**src/rtl/dcache_pkg.sv**
```systemverilog
// Shared state type and address-field helpers for the direct-mapped data-cache controller.
package dcache_pkg;

  typedef enum logic [1:0] {
    ST_IDLE   = 2'd0,
    ST_REFILL = 2'd1,
    ST_WRITE  = 2'd2
  } state_e;

  localparam int DEF_ADDR_W    = 10;
  localparam int DEF_WORDS_BLK = 4;
  localparam int DEF_NUM_LINES = 32;

  // Byte address layout is {tag, idx, off, 2'b00}; widths are passed in so any geometry works.
  function automatic logic [31:0] addr_off(input logic [31:0] addr, input int off_w);
    return (addr >> 2) & ((32'd1 << off_w) - 32'd1);
  endfunction

  function automatic logic [31:0] addr_idx(input logic [31:0] addr, input int off_w,
                                           input int idx_w);
    return (addr >> (2 + off_w)) & ((32'd1 << idx_w) - 32'd1);
  endfunction

  function automatic logic [31:0] addr_tag(input logic [31:0] addr, input int off_w,
                                           input int idx_w);
    return addr >> (2 + off_w + idx_w);
  endfunction

endpackage

```
**src/rtl/dcache_tag_store.sv**
```systemverilog
// Valid/tag flops for every cache line: combinational lookup port plus one set-valid write port.
module dcache_tag_store #(
  parameter int NUM_LINES = 32,
  parameter int IDX_W     = 5,
  parameter int TAG_W     = 1
) (
  input  logic             clk,
  input  logic             rst,
  input  logic [IDX_W-1:0] lookup_idx,
  output logic             lookup_valid,
  output logic [TAG_W-1:0] lookup_tag,
  input  logic             set_valid,
  input  logic [IDX_W-1:0] set_idx,
  input  logic [TAG_W-1:0] set_tag
);

  logic [NUM_LINES-1:0] valid_q;
  logic [TAG_W-1:0]     tag_q [NUM_LINES];

  always_ff @(posedge clk or posedge rst) begin
    if (rst) begin
      valid_q <= '0;
      for (int i = 0; i < NUM_LINES; i++) tag_q[i] <= '0;
    end else if (set_valid) begin
      valid_q[set_idx] <= 1'b1;
      tag_q[set_idx]   <= set_tag;
    end
  end

  assign lookup_valid = valid_q[lookup_idx];
  assign lookup_tag   = tag_q[lookup_idx];

endmodule

```
**src/rtl/dcache_ctrl.sv**
```systemverilog
// Data-cache sequencer: hit/miss decision, read-allocate block refill, write-through stores
// without allocation, and the core stall.
module dcache_ctrl
  import dcache_pkg::*;
#(
  parameter int  ADDR_W    = DEF_ADDR_W,
  parameter int  WORDS_BLK = DEF_WORDS_BLK,
  parameter int  NUM_LINES = DEF_NUM_LINES,
  localparam int OFF_W     = $clog2(WORDS_BLK),
  localparam int IDX_W     = $clog2(NUM_LINES),
  localparam int TAG_W     = ADDR_W - 2 - OFF_W - IDX_W
) (
  input  logic              clk,
  input  logic              rst,
  input  logic              cpu_rd,
  input  logic              cpu_wr,
  input  logic [ADDR_W-1:0] cpu_addr,
  output logic              stall,
  output logic              hit,
  output logic [IDX_W-1:0]  cache_idx,
  output logic [OFF_W-1:0]  cache_off,
  output logic              cache_fill_we,
  output logic              cache_wr_we,
  output logic [ADDR_W-1:0] mem_addr,
  output logic              mem_rd,
  output logic              mem_wr,
  input  logic              mem_ack,
  output state_e            dbg_state
);

  // Memory handshake: mem_rd/mem_wr act as "valid" and stay high with mem_addr stable until
  // the cycle mem_ack is high; that cycle completes the transfer and ack is ignored elsewhere.

  state_e           state;
  logic [OFF_W-1:0] cnt;
  logic [TAG_W-1:0] lat_tag;
  logic [IDX_W-1:0] lat_idx;
  logic             wr_hit;

  logic [IDX_W-1:0] req_idx;
  logic [OFF_W-1:0] req_off;
  logic [TAG_W-1:0] req_tag;
  logic             line_valid;
  logic [TAG_W-1:0] line_tag;
  logic             lookup_hit;
  logic             refill_done;

  assign req_off = OFF_W'(addr_off(32'(cpu_addr), OFF_W));
  assign req_idx = IDX_W'(addr_idx(32'(cpu_addr), OFF_W, IDX_W));
  assign req_tag = TAG_W'(addr_tag(32'(cpu_addr), OFF_W, IDX_W));

  assign lookup_hit  = line_valid && (line_tag == req_tag);
  assign refill_done = (state == ST_REFILL) && mem_ack && (cnt == OFF_W'(WORDS_BLK - 1));

  // A line only becomes valid on the final refill ack, so an abandoned refill leaves it invalid.
  dcache_tag_store #(
    .NUM_LINES (NUM_LINES),
    .IDX_W     (IDX_W),
    .TAG_W     (TAG_W)
  ) u_tag_store (
    .clk          (clk),
    .rst          (rst),
    .lookup_idx   (req_idx),
    .lookup_valid (line_valid),
    .lookup_tag   (line_tag),
    .set_valid    (refill_done),
    .set_idx      (lat_idx),
    .set_tag      (lat_tag)
  );

  always_ff @(posedge clk or posedge rst) begin
    if (rst) begin
      state   <= ST_IDLE;
      cnt     <= '0;
      lat_tag <= '0;
      lat_idx <= '0;
      wr_hit  <= 1'b0;
    end else begin
      case (state)
        ST_IDLE: begin
          if (cpu_wr) begin
            wr_hit <= lookup_hit;
            state  <= ST_WRITE;
          end else if (cpu_rd && !lookup_hit) begin
            lat_tag <= req_tag;
            lat_idx <= req_idx;
            cnt     <= '0;
            state   <= ST_REFILL;
          end
        end
        ST_REFILL: begin
          if (mem_ack) begin
            cnt <= cnt + 1'b1;
            if (cnt == OFF_W'(WORDS_BLK - 1)) state <= ST_IDLE;
          end
        end
        ST_WRITE: begin
          if (mem_ack) state <= ST_IDLE;
        end
        default: state <= ST_IDLE;
      endcase
    end
  end

  // Outputs are forced low while rst is high so a reset mid-transfer drops requests at once.
  always_comb begin
    stall         = 1'b0;
    hit           = 1'b0;
    cache_idx     = '0;
    cache_off     = '0;
    cache_fill_we = 1'b0;
    cache_wr_we   = 1'b0;
    mem_addr      = '0;
    mem_rd        = 1'b0;
    mem_wr        = 1'b0;
    if (!rst) begin
      case (state)
        ST_IDLE: begin
          if (cpu_rd || cpu_wr) begin
            cache_idx = req_idx;
            cache_off = req_off;
            hit       = lookup_hit;
            stall     = cpu_wr || !lookup_hit;
          end
        end
        ST_REFILL: begin
          stall         = 1'b1;
          mem_rd        = 1'b1;
          mem_addr      = {lat_tag, lat_idx, cnt, 2'b00};
          cache_idx     = lat_idx;
          cache_off     = cnt;
          cache_fill_we = mem_ack;
        end
        ST_WRITE: begin
          stall       = !mem_ack;
          mem_wr      = 1'b1;
          mem_addr    = cpu_addr & ~ADDR_W'(3);
          cache_idx   = req_idx;
          cache_off   = req_off;
          cache_wr_we = mem_ack && wr_hit;
        end
        default: ;
      endcase
    end
  end

  assign dbg_state = state;

endmodule
```
**config.mk**
```make
export PLATFORM = sky130hd
export DESIGN_NAME = dcache_ctrl
export DESIGN_NICKNAME = d
export VERILOG_FILES = /design/src/rtl/dcache_pkg.sv /design/src/rtl/dcache_tag_store.sv /design/src/rtl/dcache_ctrl.sv
export SDC_FILE = /design/constraint.sdc
export NUM_CORES = 1
export LEC_CHECK = 0
export BUFFER_PORTS_ARGS = -buffer_cell sky130_fd_sc_hd__buf_2
export CAP_MARGIN = 25
export CORE_MARGIN = 4
export CORE_UTILIZATION = 59
export DETAILED_ROUTE_END_ITERATION = 16
export PLACE_DENSITY_LB_ADDON = 0.2
export SLEW_MARGIN = 40
export SYNTH_ARGS = -nofsm -noshare
export SYNTH_HDL_FRONTEND = slang
export SYNTH_SLANG_ARGS = --single-unit
export TNS_END_PERCENT = 5
```
**constraint.sdc**
```tcl
create_clock -name clk -period 2.8 [get_ports clk]
set_input_delay 0.14 -clock clk [delete_from_list [all_inputs] [get_ports clk]]
set_output_delay 0.14 -clock clk [all_outputs]
set_load 0.01 [all_outputs]
```
==> metrics.yaml <==
grt_max_degree: 76
cp.required_ps: 2660
finalMaxSlewViolations: 0
synth_seq_area_share_pct: 46.3
grt_pass1_wl_um: 15500
status: "complete, no violations"
ir_worst_vdd_uv: 443
clk_pin_slew_ps: 80
htreeDepth: 3
tritoncts: "done"
clk_latency_ps: 350
period_share_pct: 95.9
first_iter_violations: 188
stdcell_count: 493
mostFrequentLayoutCells: "dfrtp_1, nand2_1, mux2_2, buf_2, nand2b_1"
synth_cell_types: 56
final_nets: 432
power.density_nw_per_um2: 666
gp_congestion: 0.904
finalCriticalPeriod_ps: 2690
fp.coreArea_sq_um: 6490
grt.overflow.total: 0
fill_cells: 488
rsz0062_at_grt: "yes"
cts_root_buf: "clkbuf_8"
synth_edf_count: 0
setup.worst_path.start_class: "flip-flop"
leakage_nw: 2.34
wl_per_cell_um: 18.7
finClkSkew_ps: 10.2
synthArstFlopShare_pct: 100
ys_seq_elements: 75
ys_warn_count: 0
drive_gt1_share_pct: 28.6
p_int_w: 0.00196
tightest_slew_ps: 667
cp_max_fo: 8
maxCapViolCount: 0
syn_inst: 381
sequentialPowerShare_pct: 45.8
die_w_um: 90.9
antenna_found_initial: 0
layout_commonest_cell: "dfrtp_1"
dp_cells: 478
die_area_sq_um: 8250
clockBufferDepth: 2
antennaDiodeCount: 0
ant_nets: 0
p_comb_share_pct: 24.7
hold_viol: 0
io_pins: 40
routed_wl_um: 9200
tns_ps: 0
relSlewSlack_pct: 55.6
power.total_w: 0.00301
dp_hpwl_um: 6500
syn_avg_cell_area_sq_um: 10.6
synth_flop_cell: "dfrtp_1"
first_pass_iters: 4
grt_pass1_vias: 3040
fp-row-count: 29
io_buffers: 35
fmax_mhz: 372
cts_sinks: 75
drc: 0
start_util_pct: 62.4
worstHoldPathType: "in2async"
final_cell_area_sq_um: 4530
critPathArrivalTime_ps: 2550
swShare_pct: 34.9
cts_inserted_buffers: 9
die_height_um: 90.9
vias: 3048
syn_area_sq_um: 4050
setup_violations: 0
critPathCaptureType: "output port"
areaGrowthSynthToFinish_pct: 11.8
pwr-share-clk_pct: 29.5
hold_buffers: 0
placed_cell_area_sq_um: 4270
switching_power_w: 0.00105
grtUsageTotal_pct: 23.8
worstSetupPathType: "reg2out"
vias_per_cell: 6.18
state kept, by name, indices dropped and copies added, names as in the netlist:
| register | count |
|---|---|
| lat_tag | 1 |
| u_tag_store.tag_q | 32 |
| u_tag_store.valid_q | 32 |
| cnt | 2 |
| wr_hit | 1 |
| lat_idx | 5 |
| dbg_state | 2 |
power groups by stage:
stage          Sequential (W)  Combinational (W)  Clock, W
2_1_floorplan         0.00125           0.000626         0
3_3_place_gp          0.00139           0.000717         0
3_5_place_dp          0.00139           0.000730         0
4_1_cts               0.00137           0.000734  0.000904
5_1_grt               0.00141           0.000825  0.000956
6_report              0.00138           0.000746  0.000888
layer usage:
| metal | GRT usage [%] | up-vias | share of wire [%] |
|---|---|---|---|
| met5 | 0 | - | 0 |
| met4 | 9.05 | 0 | 1.8 |
| met3 | 5.33 | 18 | 6.7 |
| met2 | 37.2 | 123 | 47 |
| met1 | 32.6 | 1495 | 44 |
| li1 | - | 1412 | - |
synth_stat cells (all sizes together) (2+ instances only):
cell     number  share of area [%]
a21o          3               0.56
nor3b         5               0.93
a21oi        16                2.0
and3b         2               0.43
mux2i         9                2.2
a22oi         3               0.56
and2b         2               0.37
nand3b        2               0.37
nor2b         2               0.31
o21ai         5               0.62
o211ai        2               0.37
mux4          8                4.6
o22ai         5               0.93
dfrtp        75                 46
a221oi        2               0.43
buf           9                1.5
nor3          3               0.37
and3         10                1.5
nor2         12                1.1
o2111ai       2               0.43
a211oi        5               0.93
ha            5                1.5
nor4          4               0.77
nand2b       28                4.3
or2           8                1.2
or4           2               0.46
inv          10               0.93
clkbuf       15                1.4
a41oi         2               0.43
o31ai         2               0.37
nand2        58                5.4
mux2         45                 13
nand3         5               0.62
o221ai        2               0.43
worst max-delay path, cell delays in order, from the launching register on:
cell	delay, ps
dfrtp_1	400
mux4_2	490
o22ai_2	200
nor4b_4	100
or4_4	530
a21oi_4	170
nor3b_2	160
buf_2	140
layout make-up:
cell class,instances,area [sq um],share of cell area [%]
clock inverters,5,78.8,1.74
clock buffers,10,128,2.82
repair buffers,43,239,5.28
inverters,10,37.5,0.829
well taps,77,96.3,2.13
multi-input cells,273,2070,45.7
flip-flops and latches,75,1880,41.5
worst paths after layout:
kind | from | to | slack (ps) | depth (start not counted)
max | u_tag_store.tag_q[17] | hit | 110 | 7
min | rst | wr_hit | 20 | 3
max reg2reg | u_tag_store.tag_q[17] | cnt[1] | 400 | 6
min reg2reg | u_tag_store.valid_q[0] | u_tag_store.valid_q[0] | 470 | 1
max in group asynchronous | rst | lat_tag | 2310 | 3
min in group clk | cpu_addr[9] | lat_tag | 120 | 2
repair_timing:
action,CTS,global route
buffers inserted,0,0
gates resized for setup,0,9
endpoints found under the setup margin,0,1
hold endpoints to repair,0,0
metrics by stage:
| stage | util [%] | setup WS [ps] | hold slack (ps) |
|---|---|---|---|
| 2_1_floorplan | - | 132 | 275 |
| 3_3_place_gp | 65.7 | 284 | 448 |
| 3_5_place_dp | 65.8 | 227 | 418 |
| 4_1_cts | 69.0 | 0.789 | 47.7 |
| 5_1_grt | 69.7 | -32.6 | 85.0 |
| 6_report | 69.7 | 115 | 16.8 |
logic make-up (layout without fill, tap and decap cells):
| logic type | Yosys count | in the layout | share of synthesized area (%) |
|---|---|---|---|
| AO/OA/AOI/OAI | 54 | 54 | 9.11 |
| adder cells (fa/ha/maj) | 5 | 5 | 1.54 |
| buffers and inverters | 34 | 68 | 3.80 |
| flip-flops | 75 | 75 | 46.3 |
| multiplexers | 62 | 62 | 19.4 |
| other | 1 | 2 | 0.0926 |
| AND/OR/NAND/NOR | 150 | 150 | 19.7 |
(Power assumes the default switching activity.)
